### src/rtl/uart_pkg.sv
// Shared constants for the framed UART receiver: parity modes, FSM encoding,
// status-field positions inside a FIFO entry, and the 3-sample majority vote.
package uart_pkg;

  localparam int PAR_NONE = 0;
  localparam int PAR_EVEN = 1;
  localparam int PAR_ODD  = 2;

  // FIFO entry layout: {data, parity_err, frame_err, break}
  localparam int ST_BRK = 0;
  localparam int ST_FRM = 1;
  localparam int ST_PAR = 2;
  localparam int ST_W   = 3;

  typedef enum logic [2:0] {
    S_IDLE,
    S_START,
    S_DATA,
    S_PARITY,
    S_STOP,
    S_WAIT_IDLE
  } rx_state_e;

  function automatic logic maj3(input logic [2:0] s);
    return (s[0] & s[1]) | (s[0] & s[2]) | (s[1] & s[2]);
  endfunction

endpackage

### src/rtl/uart_rx_fifo.sv
// Small synchronous FIFO for received words plus status. Pointers carry one
// extra wrap bit so full and empty differ only in the MSB.
module uart_rx_fifo
  import uart_pkg::*;
#(
  parameter int WIDTH = 11,
  parameter int DEPTH = 4
) (
  input  logic             ser_ck,
  input  logic             rst_n,
  input  logic             push,
  input  logic [WIDTH-1:0] wdata,
  input  logic             pop,
  output logic [WIDTH-1:0] head,
  output logic             full,
  output logic             empty
);

  localparam int AW = $clog2(DEPTH);

  logic [WIDTH-1:0] mem [DEPTH];
  logic [AW:0]      wp_q, wp_d;
  logic [AW:0]      rp_q, rp_d;
  logic             do_push, do_pop;

  assign empty = (wp_q == rp_q);
  assign full  = (wp_q[AW] != rp_q[AW]) && (wp_q[AW-1:0] == rp_q[AW-1:0]);
  assign head  = mem[rp_q[AW-1:0]];

  // A pop in the same cycle frees the slot, so a push into a full FIFO still lands.
  always_comb begin
    do_pop  = pop & ~empty;
    do_push = push & (~full | do_pop);
    wp_d    = do_push ? wp_q + 1'b1 : wp_q;
    rp_d    = do_pop  ? rp_q + 1'b1 : rp_q;
  end

  always_ff @(posedge ser_ck) begin
    if (do_push) mem[wp_q[AW-1:0]] <= wdata;
  end

  always_ff @(posedge ser_ck or negedge rst_n) begin
    if (!rst_n) begin
      wp_q <= '0;
      rp_q <= '0;
    end else begin
      wp_q <= wp_d;
      rp_q <= rp_d;
    end
  end

endmodule

### src/rtl/uart_rx_framed.sv
// Parametrised UART receiver: majority-voted bit sampling, configurable
// framing, per-word error status and a small receive FIFO.
module uart_rx_framed
  import uart_pkg::*;
#(
  parameter int SRC_CLOCK  = 0,
  parameter int BAUDS      = 0,
  parameter int DATA_BITS  = 8,
  parameter int PARITY     = 0,
  parameter int STOP_BITS  = 1,
  parameter int FIFO_DEPTH = 4
) (
  input  logic                 ser_ck,
  input  logic                 rst_n,
  input  logic                 serin,
  input  logic                 rd_data,
  output logic [DATA_BITS-1:0] rx_data,
  output logic                 available,
  output logic                 parity_err,
  output logic                 frame_err,
  output logic                 break_det,
  output logic                 overrun
);

  localparam int TICKS = (BAUDS > 0) ? SRC_CLOCK / BAUDS : 8;
  localparam int HALF  = TICKS / 2;
  localparam int CW    = $clog2(TICKS) + 1;
  localparam int EW    = DATA_BITS + ST_W;

  rx_state_e            state_q, state_d;
  logic                 s1_q, s2_q;
  logic [2:0]           tap_q;
  logic [CW-1:0]        cnt_q, cnt_d;
  logic [3:0]           bit_q, bit_d;
  logic [DATA_BITS-1:0] shreg_q, shreg_d;
  logic                 pbit_q, pbit_d;
  logic                 perr_q, perr_d;
  logic                 ferr_q, ferr_d;
  logic                 brk_q, brk_d;
  logic                 overrun_q, overrun_d;

  logic          vote, fall, at_half, at_tick;
  logic          frame_now, brk_now;
  logic          push, pop, full, empty;
  logic [EW-1:0] push_word, head;

  assign vote    = maj3(tap_q);
  assign fall    = tap_q[0] & ~s2_q;
  assign at_half = (cnt_q == CW'(HALF));
  assign at_tick = (cnt_q == CW'(TICKS - 1));

  always_ff @(posedge ser_ck or negedge rst_n) begin
    if (!rst_n) begin
      s1_q  <= 1'b1;
      s2_q  <= 1'b1;
      tap_q <= 3'b111;
    end else begin
      s1_q  <= serin;
      s2_q  <= s1_q;
      tap_q <= {tap_q[1:0], s2_q};
    end
  end

  always_comb begin
    state_d   = state_q;
    cnt_d     = cnt_q + 1'b1;
    bit_d     = bit_q;
    shreg_d   = shreg_q;
    pbit_d    = pbit_q;
    perr_d    = perr_q;
    ferr_d    = ferr_q;
    brk_d     = brk_q;
    frame_now = ferr_q;
    brk_now   = brk_q;
    push      = 1'b0;
    push_word = '0;
    case (state_q)
      S_IDLE: begin
        cnt_d = '0;
        if (fall) begin
          state_d = S_START;
          bit_d   = '0;
          pbit_d  = 1'b0;
          perr_d  = 1'b0;
          ferr_d  = 1'b0;
          brk_d   = 1'b0;
        end
      end
      S_START: begin
        if (at_half) begin
          cnt_d   = '0;
          state_d = vote ? S_IDLE : S_DATA;
        end
      end
      S_DATA: begin
        if (at_tick) begin
          cnt_d   = '0;
          shreg_d = {vote, shreg_q[DATA_BITS-1:1]};
          if (bit_q == 4'(DATA_BITS - 1)) begin
            bit_d   = '0;
            state_d = (PARITY != PAR_NONE) ? S_PARITY : S_STOP;
          end else begin
            bit_d = bit_q + 1'b1;
          end
        end
      end
      S_PARITY: begin
        if (at_tick) begin
          cnt_d   = '0;
          pbit_d  = vote;
          perr_d  = ((^shreg_q) ^ vote) != (PARITY == PAR_ODD);
          state_d = S_STOP;
        end
      end
      S_STOP: begin
        if (at_tick) begin
          cnt_d     = '0;
          frame_now = ferr_q | ~vote;
          // Break is judged on the first stop bit only.
          if (bit_q == 4'd0) brk_now = ~vote & ~pbit_q & (shreg_q == '0);
          if (bit_q == 4'(STOP_BITS - 1)) begin
            push                    = 1'b1;
            push_word[EW-1:ST_W]    = shreg_q;
            push_word[ST_PAR]       = perr_q;
            push_word[ST_FRM]       = frame_now;
            push_word[ST_BRK]       = brk_now;
            state_d                 = vote ? S_IDLE : S_WAIT_IDLE;
          end else begin
            bit_d  = bit_q + 1'b1;
            ferr_d = frame_now;
            brk_d  = brk_now;
          end
        end
      end
      S_WAIT_IDLE: begin
        cnt_d = '0;
        if (s2_q) state_d = S_IDLE;
      end
      default: state_d = S_IDLE;
    endcase
  end

  always_ff @(posedge ser_ck or negedge rst_n) begin
    if (!rst_n) begin
      state_q <= S_IDLE;
      cnt_q   <= '0;
      bit_q   <= '0;
      shreg_q <= '0;
      pbit_q  <= 1'b0;
      perr_q  <= 1'b0;
      ferr_q  <= 1'b0;
      brk_q   <= 1'b0;
    end else begin
      state_q <= state_d;
      cnt_q   <= cnt_d;
      bit_q   <= bit_d;
      shreg_q <= shreg_d;
      pbit_q  <= pbit_d;
      perr_q  <= perr_d;
      ferr_q  <= ferr_d;
      brk_q   <= brk_d;
    end
  end

  uart_rx_fifo #(
    .WIDTH (EW),
    .DEPTH (FIFO_DEPTH)
  ) u_fifo (
    .ser_ck (ser_ck),
    .rst_n  (rst_n),
    .push   (push),
    .wdata  (push_word),
    .pop    (pop),
    .head   (head),
    .full   (full),
    .empty  (empty)
  );

  assign pop = rd_data & ~empty;

  // A same-cycle pop makes room, so only a push with no pop overruns.
  always_comb begin
    overrun_d = overrun_q;
    if (pop)              overrun_d = 1'b0;
    else if (push & full) overrun_d = 1'b1;
  end

  always_ff @(posedge ser_ck or negedge rst_n) begin
    if (!rst_n) overrun_q <= 1'b0;
    else        overrun_q <= overrun_d;
  end

  assign available  = ~empty;
  assign rx_data    = empty ? '0 : head[EW-1:ST_W];
  assign parity_err = ~empty & head[ST_PAR];
  assign frame_err  = ~empty & head[ST_FRM];
  assign break_det  = ~empty & head[ST_BRK];
  assign overrun    = overrun_q;

endmodule
### config.mk
export PLATFORM = sky130hd
export DESIGN_NAME = uart_rx_framed
export DESIGN_NICKNAME = d
export VERILOG_FILES = /design/src/rtl/uart_pkg.sv /design/src/rtl/uart_rx_fifo.sv /design/src/rtl/uart_rx_framed.sv
export SDC_FILE = /design/constraint.sdc
export NUM_CORES = 1
export LEC_CHECK = 0
export BUFFER_PORTS_ARGS = -buffer_cell sky130_fd_sc_hd__clkbuf_2
export CORE_MARGIN = 10
export CORE_UTILIZATION = 62
export CTS_CLUSTER_DIAMETER = 200
export DETAILED_ROUTE_END_ITERATION = 10
export PLACE_DENSITY = 0.8
export SLEW_MARGIN = 25
export SYNTH_ARGS = -nofsm -noshare
export SYNTH_HDL_FRONTEND = slang
export SYNTH_SLANG_ARGS = --single-unit
### constraint.sdc
create_clock -name ser_ck -period 4.7 [get_ports ser_ck]
set_clock_uncertainty 0.1 [all_clocks]
set_input_delay 0.235 -clock ser_ck [delete_from_list [all_inputs] [get_ports ser_ck]]
set_output_delay 0.235 -clock ser_ck [all_outputs]
set_load 0.005 [all_outputs]
## Word-level counts from Yosys, hierarchy flattened

Memories as Yosys holds them, arrays and structs flattened.
Cells that the tools add are included.

- ROM bits: 0
- RAM bits: 44
- Register bits: 35
- Latch bits: 0
- Logic and storage cells: 121
- Output and inout port bits: 13
- Memories kept: 1
- Input port bits: 4

Memories:

| memory | depth | bits a word | rd ports | clocked after memory_dff | wr ports | line | source |
|---|---|---|---|---|---|---|---|
| u_fifo.mem | 4 | 11 | 1 | 0 | 1 | uart_rx_fifo.sv:21 | `logic [WIDTH-1:0] mem [DEPTH];` |

- Multiplexer cells: 43
- Add/sub/neg operators: 4
- $mul: 0
- Shifts and indexed selects: 0
- Div/mod/pow operators: 0
- Reductions and logical operators: 16
- Bitwise operators: 23
- Order comparisons: 0
- Equal/unequal tests: 20

Operators with widths:

| cell | count |
|---|---|
| 11-bit two-way mux | 3 |
| 4-bit two-way mux | 7 |
| 3-bit two-way mux | 9 |
| 4-bit case mux with 3 select lines | 2 |
| 2-bit inequality test, second input constant | 9 |
| 3-bit case mux with 6 select lines | 1 |
| 1-bit two-way mux | 15 |
| 1-bit bitwise AND | 13 |
| 4-bit by 3-bit equality test with 1-bit output, second input constant | 3 |
| 4-bit by 1-bit adder with 4-bit output, second input constant | 2 |
| 8-bit logical NOT | 1 |
| 8-bit two-way mux | 1 |
| 1-bit case mux with 2 select lines | 4 |
| 8-bit AND reduction | 1 |
| 8-bit parity | 1 |
| 3-bit by 1-bit adder with 3-bit output, second input constant | 2 |
| 3-bit by 2-bit equality test with 1-bit output, second input constant | 2 |
| 3-bit equality test, second input constant | 2 |
| 2-bit nonzero test | 3 |
| 1-bit NOT | 5 |
| 5-bit AND reduction | 1 |
| 4-bit logical NOT | 1 |
| 1-bit bitwise OR | 4 |
| 4-bit AND reduction | 1 |
| other kinds (13) | 13 |

## Longest topological paths before layout

Gate-level depths: netlist (run 1).

- Word-level depth: 10
- Mapped depth: 7

## Cells and area by module

Synthesis (run 1) repeated with hierarchy kept, for this count alone.

- Cells, all modules: 275
- Area total of the unflattened synthesis: 3624.7 µm²

Modules (own cells, without submodules):

| module | sequential area each (µm²) | times used | area an instance (µm²) | cells an instance |
|---|---|---|---|---|
| uart_rx_fifo | 1471.4 | 1 | 2010.7 | 92 |
| uart_rx_framed | 706.9 | 1 | 1614.0 | 183 |

## Worst setup path before layout (run 1)

Ideal clock, no wire load.

- Path kind: register to register
- Start: register bit_q[0]
- End: memory u_fifo.mem[3][0], enable pin
- Arrival time: 1.742 ns
- Setup slack: 2.501 ns
- Setup time: 0.357 ns
- Stages on the path, launching flop included: 7
- Cells stage by stage: dfrtp_1 > inv_1 > ha_1 > nor3b_1 > and3_2 > a21boi_4 > and2_1

- Cells in the longest elaborated chain, start to end: 7

Ends and longest elaborated chain:

| element | line | source |
|---|---|---|
| start, declared | uart_rx_framed.sv:34 | `logic [3:0] bit_q, bit_d;` |
| start signal, assigned | uart_rx_framed.sv:156 | `bit_q <= bit_d;` |
| 4-bit logical NOT | uart_rx_framed.sv:121 | `if (bit_q == 4'(STOP_BITS - 1)) begin` |
| 1-bit two-way mux | uart_rx_framed.sv:121 |  |
| 1-bit two-way mux | uart_rx_framed.sv:116 | `if (at_tick) begin` |
| 1-bit two-way mux | uart_rx_framed.sv:77 | `case (state_q)` |
| 1-bit bitwise AND | uart_rx_fifo.sv:33 | `do_push = push & (~full \| do_pop);` |
| 1-bit two-way mux | uart_rx_fifo.sv:39 | `if (do_push) mem[wp_q[AW-1:0]] <= wdata;` |
| 1-bit two-way mux (not written as such) | uart_rx_fifo.sv:39 |  |
| end, declared | uart_rx_fifo.sv:21 |  |

No other way between the ends.

## Worst setup path in the final report (run 1)

- Start: register state_q[2]
- End: memory u_fifo.mem[3][6], enable pin

- Cells in the longest elaborated chain, start to end: 5

Ends and longest elaborated chain:

| element | line | source |
|---|---|---|
| start, declared | uart_rx_framed.sv:30 | `rx_state_e state_q, state_d;` |
| start signal, assigned | uart_rx_framed.sv:154 | `state_q <= state_d;` |
| 3-bit equality test | uart_rx_framed.sv:77 |  |
| 1-bit two-way mux | uart_rx_framed.sv:77 |  |
| 1-bit bitwise AND | uart_rx_fifo.sv:33 |  |
| 1-bit two-way mux | uart_rx_fifo.sv:39 |  |
| 1-bit two-way mux (not written as such) | uart_rx_fifo.sv:39 |  |

No other way between the ends.

==> results of run 1 <==
path summary, 6_finish.rpt:
kind	from	to	slack (ns)	cells after the start
setup reg to reg	state_q[2]	u_fifo.mem[3][6]	1.99	4
max in group asynchronous	rst_n	ferr_q	3.56	2
setup / recovery	state_q[2]	u_fifo.mem[3][6]	1.99	4
hold reg to reg	s1_q	s2_q	0.26	0
min in group asynchronous	rst_n	bit_q[1]	0.42	2
hold / removal	rd_data	overrun	0.02	2
report_power, final:
part	switching [mW]	internal (mW)
Combinational	0.187	0.231
Clock	0.246	0.303
Sequential	0.117	0.763
Total	0.550	1.30
sequential cells by signal, summed over array words and instances (netlist names), 3 cells and up:
name,cells
u_fifo.mem,44
bit_q,4
u_fifo.rp_q,3
u_fifo.wp_q,3
state_q,3
shreg_q,8
tap_q,3
cnt_q,4
per-stage QoR:
stage                     area, um^2  setup WS, ns  util, %  instances
after floorplan                 3590          2.50        -        268
after global placement          3720          2.09     66.7        346
after detailed placement        3720          2.02     66.7        346
after CTS                       3960          1.97     71.0        364
after global routing            3960          1.73     71.0        364
final                           3960          1.99     71.0        364
placed cells by master, fill, tap and decap left out, drive strengths merged, types with 4 or more instances in the layout:
| master | count |
|---|---|
| nand3 | 5 |
| dfstp | 5 |
| xor2 | 4 |
| dfrtp | 29 |
| and2 | 24 |
| ha | 13 |
| mux4 | 11 |
| nand2 | 19 |
| clkbuf | 26 |
| xnor2 | 10 |
| nor3 | 5 |
| mux2 | 5 |
| nor2 | 13 |
| o21ai | 13 |
| inv | 20 |
| a21boi | 4 |
| edfxtp | 44 |
| a31oi | 4 |
area by class of cell:
class	instances	area, um^2	share of cell area [%]
Sequential cell	78	2180	55.1
Tap cell	72	90.1	2.28
Clock buffer	10	128	3.23
Clock inverter	6	92.6	2.34
Timing Repair Buffer	18	100	2.53
Inverter	18	67.6	1.71
Multi-Input combinational cell	162	1300	32.9
cell families (layout without fill, tap and decap cells):
| kind of cell | count (synthesis) | in the layout |
|---|---|---|
| adder cells (fa/ha/maj) | 14 | 14 |
| AO/OA/AOI/OAI | 34 | 34 |
| XOR/XNOR | 14 | 14 |
| AND/OR/NAND/NOR | 83 | 83 |
| flip-flops | 78 | 78 |
| buffers and inverters | 28 | 52 |
| multiplexers | 17 | 17 |
layer usage:
layer | share of wire, % | GRT usage [%]
met1 | 45 | 18.5
met2 | 49 | 22.3
met3 | 5.4 | 4.36
met4 | 1.5 | 5.77
met5 | 0 | 0
worst max-delay path: stages (launching register included):
cell and delay [ns]:
dfrtp_1 0.58, nor3b_1 0.45, and3_2 0.40, a21boi_4 0.27
and2_1 0.53
==> flow_summary.yaml, run 1 <==
synth:
  synth-simple-area-share_pct: 12.7
  synth_mux_area_share_pct: 8.74
  synth_compound_area_share_pct: 6.54
  synth_commonest_cells: "44 x edfxtp_1, 29 x dfrtp_1, 24 x and2_1"
  yosys.area.top_type: "edfxtp_1"
  synth-main-ff-cell: "edfxtp_1"
  synth_warnings: 0
  yosysSeqAreaShare_pct: 60.6
  netlist_area_um2: 3590
  syn_inst: 268
  yosys-top-cells-area: "edfxtp_1 37%, dfrtp_1 20%, mux4_2 6.9%"
  syn_area_per_cell_um2: 13.4
  synth_cell_types: 46
  synth_top_family_by_area: "simple AND/OR/NAND/NOR gates"
  yosys.area_share.adder_pct: 4.80
  synth-edff-count: 44
  synth_top_area_share_pct: 36.8
  async_flop_share_pct: 43.6
  synth_seq_cells: 78
  synth-xor-area-share_pct: 3.41
  synth.net_count: 285
  yosys.cell_count.top_type: "edfxtp_1"
detailed_routing:
  dr.pass1.iters: 4
  via_per_inst: 5.76
  via_count: 2097
  routed_wl_um: 6070
  drt-initial-drc-count: 120
  wire_per_inst_um: 16.7
  antenna_left: 0
  drc: 0
global_routing:
  antenna_found_initial: 0
  grt_max_degree: 35
  grt_pass1_wl_um: 10100
  grt_overflow: 0
  grt_use_total_pct: 14.4
  grt_pass1_vias: 2030
clocking:
  cts_hold_buf: 2
  cts_resized: 0
  cts_tree: "done"
  path_clk_slew_ns: 0.09
  clockBufferDepth: 2
  cts_buffers: 9
  root_buffer: "clkbuf_8"
  clk_latency_ns: 0.34
  htree_levels: 3
  clock_sinks: 78
  post_cts_buffers: 0
sta:
  hold_slack_ns: 0.0199
  min_period_ns: 2.71
  timing.final.crit_share_pct: 57.7
  tightest_slew_ns: 0.824
  finalSetupTns_ns: 0
  max_freq_mhz: 369
  final_max_slew_viol_count: 0
  setup_viol: 0
  rsz0062_at_grt: "false"
  slew_headroom_pct: 45.1
  hold_viol: 0
min_path:
  hold_class: "in2reg"
layout:
  nets: 304
  area_delta_synth_final_pct: 10.1
  fillers: 383
  insertedDiodeCount: 0
  final_layout_size_suffix_gt1_share_pct: 20.5
outcome:
  status: "complete, no violations"
worst_setup_path:
  critPathMaxFanout: 14
  worstPathRequired_ns: 4.57
  endpoint_kind: "register"
  start_kind: "register"
  critPathKind: "reg2reg"
  arrival_ns: 2.59
placed_design:
  dp_hpwl_um: 4220
  gp_congestion: 0.787
  port_buffers: 16
floorplanning:
  die_h_um: 96.1
  rows: 27
  coreArea_um2: 5570
  dieArea_um2: 9240
  io_pins: 17
  initial_core_util_pct: 64.5
  fp.dieW_um: 96.1
power_and_ir_drop:
  p_per_area_nw_per_um2: 467
  vdd_ir_drop_max_v: 0.000310
  finalPower_mw: 1.85
  p_leak_nw: 1.53
job:
  drv_cap: 0
No activity file was read; power rests on OpenSTA's default activity.
==> inputs of run 2 (changes only) <==
--- a/config.mk
+++ b/config.mk
@@ -7,10 +7,10 @@
 export LEC_CHECK = 0
 export BUFFER_PORTS_ARGS = -buffer_cell sky130_fd_sc_hd__clkbuf_2
 export CORE_MARGIN = 10
-export CORE_UTILIZATION = 62
+export CORE_UTILIZATION = 55
 export CTS_CLUSTER_DIAMETER = 200
 export DETAILED_ROUTE_END_ITERATION = 10
-export PLACE_DENSITY = 0.8
+export PLACE_DENSITY = 0.75
 export SLEW_MARGIN = 25
 export SYNTH_ARGS = -nofsm -noshare
 export SYNTH_HDL_FRONTEND = slang
==> constraint.sdc (replaced) <==
create_clock -name ser_ck -period 2.3 [get_ports ser_ck]
set_clock_uncertainty 0.1 [all_clocks]
set_input_delay 0.115 -clock ser_ck [delete_from_list [all_inputs] [get_ports ser_ck]]
set_output_delay 0.115 -clock ser_ck [all_outputs]
set_load 0.005 [all_outputs]
==> run 2 against run 1 <==
Effect of this change: die area up 10%; sequential share of layout area down 2.2 points; final cell count up 6.0%; total power up 100%; worst hold slack better by 0.24 ns; count of clock-buffer cells in the layout unchanged; worst setup slack worse by 1.8 ns; combinational power rose to 2.6 times the previous value; clock power up 84%; first-iteration DRC count down 28%; register-to-register slack worse by 1.8 ns; utilization down 6.1 points; critical path type unchanged; critical endpoint is now bit_q[3]; largest power group unchanged.
==> flow_summary.yaml, run 2 (same netlist as run 1, synthesis figures left out) <==
power_and_ir_drop:
  vdd_ir_drop_max_v: 0.000526
  p_per_area_nw_per_um2: 913
  p_leak_nw: 1.61
sta:
  rsz0062_at_grt: "false"
  slew_headroom_pct: 43.8
  timing.final.crit_share_pct: 92.8
  fin_ws_ns: 0.165
  finalSetupTns_ns: 0
  min_period_ns: 2.14
  final_max_slew_viol_count: 0
  hold_slack_ns: 0.260
  hold_viol: 0
  setup_viol: 0
  max_freq_mhz: 468
  tightest_slew_ns: 0.843
floorplanning:
  initial_core_util_pct: 56.6
  fp.dieW_um: 101
  die_h_um: 101
  dieArea_um2: 10200
  io_pins: 17
  coreArea_um2: 6350
  rows: 29
detailed_routing:
  drt-initial-drc-count: 86
  dr.pass1.iters: 4
  antenna_left: 0
  via_per_inst: 5.40
  routed_wl_um: 5950
  drc: 0
  via_count: 2084
  wire_per_inst_um: 15.4
layout:
  insertedDiodeCount: 0
  final_layout_size_suffix_gt1_share_pct: 24.9
  instances_no_fill: 386
  final_cell_mix: "44 x edfxtp_1, 29 x dfrtp_1, 24 x and2_1"
  largest_reg_flops: 44
  final_common_cell: "edfxtp_1"
  area_delta_synth_final_pct: 14.7
  nets: 321
worst_setup_path:
  endpoint_kind: "register"
  worstPathRequired_ns: 2.46
  arrival_ns: 2.29
  critPathMaxFanout: 9
  critPathKind: "reg2reg"
  start_kind: "register"
placed_design:
  place_ws_ns: 0.112
  gp_congestion: 0.827
  port_buffers: 16
  dp_hpwl_um: 4260
  placed_cells: 367
clocking:
  clock_sinks: 78
  clockBufferDepth: 2
  path_clk_slew_ns: 0.08
  root_buffer: "clkbuf_8"
  cts_buffers: 9
  cts_tree: "done"
  post_cts_buffers: 0
  htree_levels: 3
  clk_latency_ns: 0.34
min_path:
  hold_class: "reg2reg"
global_routing:
  grt_max_degree: 35
  grt_pass1_wl_um: 10200
  grt_overflow: 0
  antenna_found_initial: 0
  grt_use_total_pct: 12.7
  grt_pass1_vias: 2126
job:
  drv_cap: 0
outcome:
  status: "complete, no violations"
==> run 2: path summary, 6_finish.rpt <==
kind,from,end,slack (ns),cells after the start
worst max-delay path,cnt_q[0],bit_q[3],0.16,6
worst min-delay path,s1_q,s2_q,0.26,0
worst max register to register,cnt_q[0],bit_q[3],0.16,6
worst min register to register,s1_q,s2_q,0.26,0
max in group asynchronous,rst_n,shreg_q[0],1.25,2
min in group asynchronous,rst_n,u_fifo.wp_q[1],0.31,2
==> run 2: worst max-delay path: stages, from the launching register on <==
cell	delay, ns
dfrtp_1	0.40
ha_1	0.20
and3b_2	0.29
a21boi_2	0.08
or3_4	0.39
or4_4	0.52
o211ai_2	0.08
==> run 2: what timing repair did <==
item | in CTS | in global routing
hold buffers | 3 | 0
gates resized for setup | 0 | 1
hold endpoints to repair | 33 | 0
endpoints found under the setup margin | 0 | 1
==> run 2: layout make-up <==
cell class | instances | area (um^2)
repair buffers | 35 | 280
clock inverters | 6 | 70.1
fillers | 457 | 2230
clock buffers | 10 | 128
flip-flops and latches | 78 | 2180
inverters | 18 | 67.6
multi-input cells | 162 | 1300
well taps | 77 | 96.3
==> run 2: per-layer routing <==
layer  wire, um  global-route usage [%]
met2       2990                    21.2
met3        223                    3.64
met1       2660                    15.1
met4         81                    4.57
met5          0                       0
==> run 2: metrics by stage <==
stage / power [mW] / utilization [%] / instance area [um^2]
after floorplan: 2.44 / - / 3590
after global placement: 2.78 / 61.3 / 3890
after detailed placement: 2.80 / 61.3 / 3890
after CTS: 3.80 / 64.9 / 4120
after global routing: 4.01 / 64.9 / 4120
final: 3.76 / 64.9 / 4120
==> run 2: power breakdown <==
part / internal (mW) / total (mW) / switching (mW)
Combinational: 0.554 / 1.10 / 0.544
Clock: 0.507 / 1.01 / 0.503
Sequential: 1.56 / 1.66 / 0.0934
==> inputs of run 3 (changes only) <==
--- a/config.mk
+++ b/config.mk
@@ -5,6 +5,7 @@
 export SDC_FILE = /design/constraint.sdc
 export NUM_CORES = 1
 export LEC_CHECK = 0
+export ABC_AREA = 1
 export BUFFER_PORTS_ARGS = -buffer_cell sky130_fd_sc_hd__clkbuf_2
 export CORE_MARGIN = 10
 export CORE_UTILIZATION = 55
==> run 3 against run 2 <==
Effect of this change: register-to-register slack gained 0.20 ns; worst hold slack lost 0.23 ns; sequential share of layout area shrank 0.99 points; combinational power grew 31%; critical endpoint is now rx_data[1]; utilization shrank 2.4 points; synthesized cell count grew 51%; worst setup slack gained 0.093 ns; largest cell class unchanged.
==> flow_summary.yaml, run 3 <==
worst_setup_path:
  arrival_ns: 1.83
  endpoint_kind: "output pin"
  worstReg2RegEnd: "u_fifo.mem[3][2]"
  reg2regPathDepth: 9
  start_kind: "register"
  regToRegStartpoint: "bit_q[0]"
  reg2reg_setup_slack_ns: 0.36
  critPathKind: "reg2out"
  critPathMaxFanout: 23
  worstPathRequired_ns: 2.09
power_and_ir_drop:
  vdd_ir_drop_max_v: 0.000619
  p_leak_nw: 1.79
  p_per_area_nw_per_um2: 983
job:
  drv_cap: 0
min_path:
  worstHoldStart: "rd_data"
  whs_endpoint: "u_fifo.rp_q[2]"
  hold_depth: 3
  hold_class: "in2reg"
clocking:
  post_cts_buffers: 0
  cts_buffers: 9
  cts_tree: "done"
  root_buffer: "clkbuf_8"
  clockBufferDepth: 2
  clock_sinks: 78
  htree_levels: 3
  clk_latency_ns: 0.35
  path_clk_slew_ns: 0.08
sta:
  max_freq_mhz: 490
  final_max_slew_viol_count: 0
  hold_viol: 0
  timing.final.crit_share_pct: 88.8
  finalSetupTns_ns: 0
  setup_viol: 0
  rsz0062_at_grt: "false"
  slew_headroom_pct: 44.3
  min_period_ns: 2.04
  tightest_slew_ns: 0.835
  hold_slack_ns: 0.0265
floorplanning:
  dieArea_um2: 10600
  initial_core_util_pct: 56.0
  io_pins: 17
  coreArea_um2: 6720
  rows: 30
  fp.dieW_um: 103
  die_h_um: 103
synth:
  yosysSeqAreaShare_pct: 57.9
  synth-main-ff-cell: "edfxtp_1"
  yosys-top-cells-area: "edfxtp_1 35%, dfrtp_1 19%, nand2_1 8.6%"
  synth-edff-count: 44
  synth_top_area_share_pct: 35.1
  syn_area_per_cell_um2: 9.29
  synth_commonest_cells: "86 x nand2_1, 63 x nor2_1, 46 x inv_1"
  syn_inst: 405
  netlist_area_um2: 3760
  yosys.area.top_type: "edfxtp_1"
  synth_seq_cells: 78
  synth_warnings: 0
  async_flop_share_pct: 43.6
  synth_cell_types: 27
  synth.net_count: 422
  yosys.cell_count.top_type: "nand2_1"
layout:
  final_layout_size_suffix_gt1_share_pct: 14.8
  fillers: 542
  nets: 451
  area_delta_synth_final_pct: 11.6
  largest_reg_flops: 44
  final_common_cell: "nand2_1"
  insertedDiodeCount: 0
  final_cell_mix: "86 x nand2_1, 63 x nor2_1, 45 x inv_1"
  instances_no_fill: 519
global_routing:
  grt_use_total_pct: 14.1
  grt_pass1_wl_um: 11600
  grt_overflow: 0
  grt_max_degree: 35
  antenna_found_initial: 0
  grt_pass1_vias: 2516
detailed_routing:
  via_count: 2618
  drc: 0
  routed_wl_um: 6730
  antenna_left: 0
  via_per_inst: 5.04
  wire_per_inst_um: 13.0
  drt-initial-drc-count: 92
  dr.pass1.iters: 6
outcome:
  status: "complete, no violations"
placed_design:
  dp_hpwl_um: 4880
  gp_congestion: 0.873
  placed_cells: 501
  port_buffers: 16
## run 3: logic make-up (layout without fill, tap and decap cells)
logic type | Yosys count | after routing | synth area share [%]
adders and majority gates | 13 | 13 | 4.32
AOI/OAI and AO/OA | 52 | 52 | 7.08
xor gates and xnor gates | 13 | 13 | 3.03
buffers and inverters | 57 | 91 | 5.78
DFF | 78 | 78 | 57.9
and+or+nand+nor | 192 | 192 | 21.9
## run 3: worst max-delay path: stages (launching register included)
cell and delay (ns):
dfrtp_1 0.45, clkinvlp_4 0.36, o21ai_0 0.33, o21ai_0 0.12, nand2_1 0.07, inv_1 0.04
clkbuf_2 0.10
## run 3: worst max path at each step
stage,startpoint,to,slack [ns],depth (start not counted)
global route,u_fifo.rp_q[0],rx_data[0],0.03,6
finish,u_fifo.rp_q[0],rx_data[1],0.26,6
floorplan,bit_q[0],u_fifo.mem[0][0],0.23,8
detailed placement,bit_q[0],u_fifo.mem[3][7],0.37,9
CTS,u_fifo.rp_q[0],rx_data[1],0.19,6
global placement,state_q[0],u_fifo.mem[3][7],0.45,8
## run 3: timing repair
action                                  CTS  global route
endpoints found under the hold margin    30             0
endpoints found under the setup margin    0             1
hold buffers                              2             0
resized for setup                         0             1
## run 3: layer usage
metal | global-route usage (%) | share of wire (%) | routed length (um) | up-vias
li1 | - | - | - | 1367
met1 | 17.7 | 47 | 3150 | 1180
met2 | 22.9 | 47 | 3190 | 64
met3 | 3.08 | 4.9 | 329 | 7
met4 | 5.86 | 1.1 | 72 | 0
met5 | 0 | 0 | 0 | -
## run 3: final cells by class
class	instances	area, um^2	share of cell area (%)
Sequential cell	78	2180	51.9
Inverter	49	188	4.47
Multi-Input combinational cell	270	1370	32.6
Tap cell	80	100	2.38
Clock buffer	9	124	2.95
Timing Repair Buffer	26	160	3.81
Clock inverter	7	82.6	1.97
## run 3: power by group
| group | internal [mW] | switching (mW) |
|---|---|---|
| Clock | 0.513 | 0.519 |
| Combinational | 0.537 | 0.901 |
| Sequential | 1.55 | 0.104 |
| Total | 2.60 | 1.52 |
## run 3: metrics by stage
stage | total power, mW | utilization (%) | setup slack, ns | area (um^2)
2_1_floorplan | 2.67 | - | 0.227 | 3760
3_3_place_gp | 3.08 | 59.1 | 0.452 | 3970
3_5_place_dp | 3.12 | 59.1 | 0.371 | 3970
4_1_cts | 4.16 | 62.5 | 0.189 | 4200
5_1_grt | 4.47 | 62.5 | 0.0251 | 4200
6_report | 4.13 | 62.5 | 0.258 | 4200
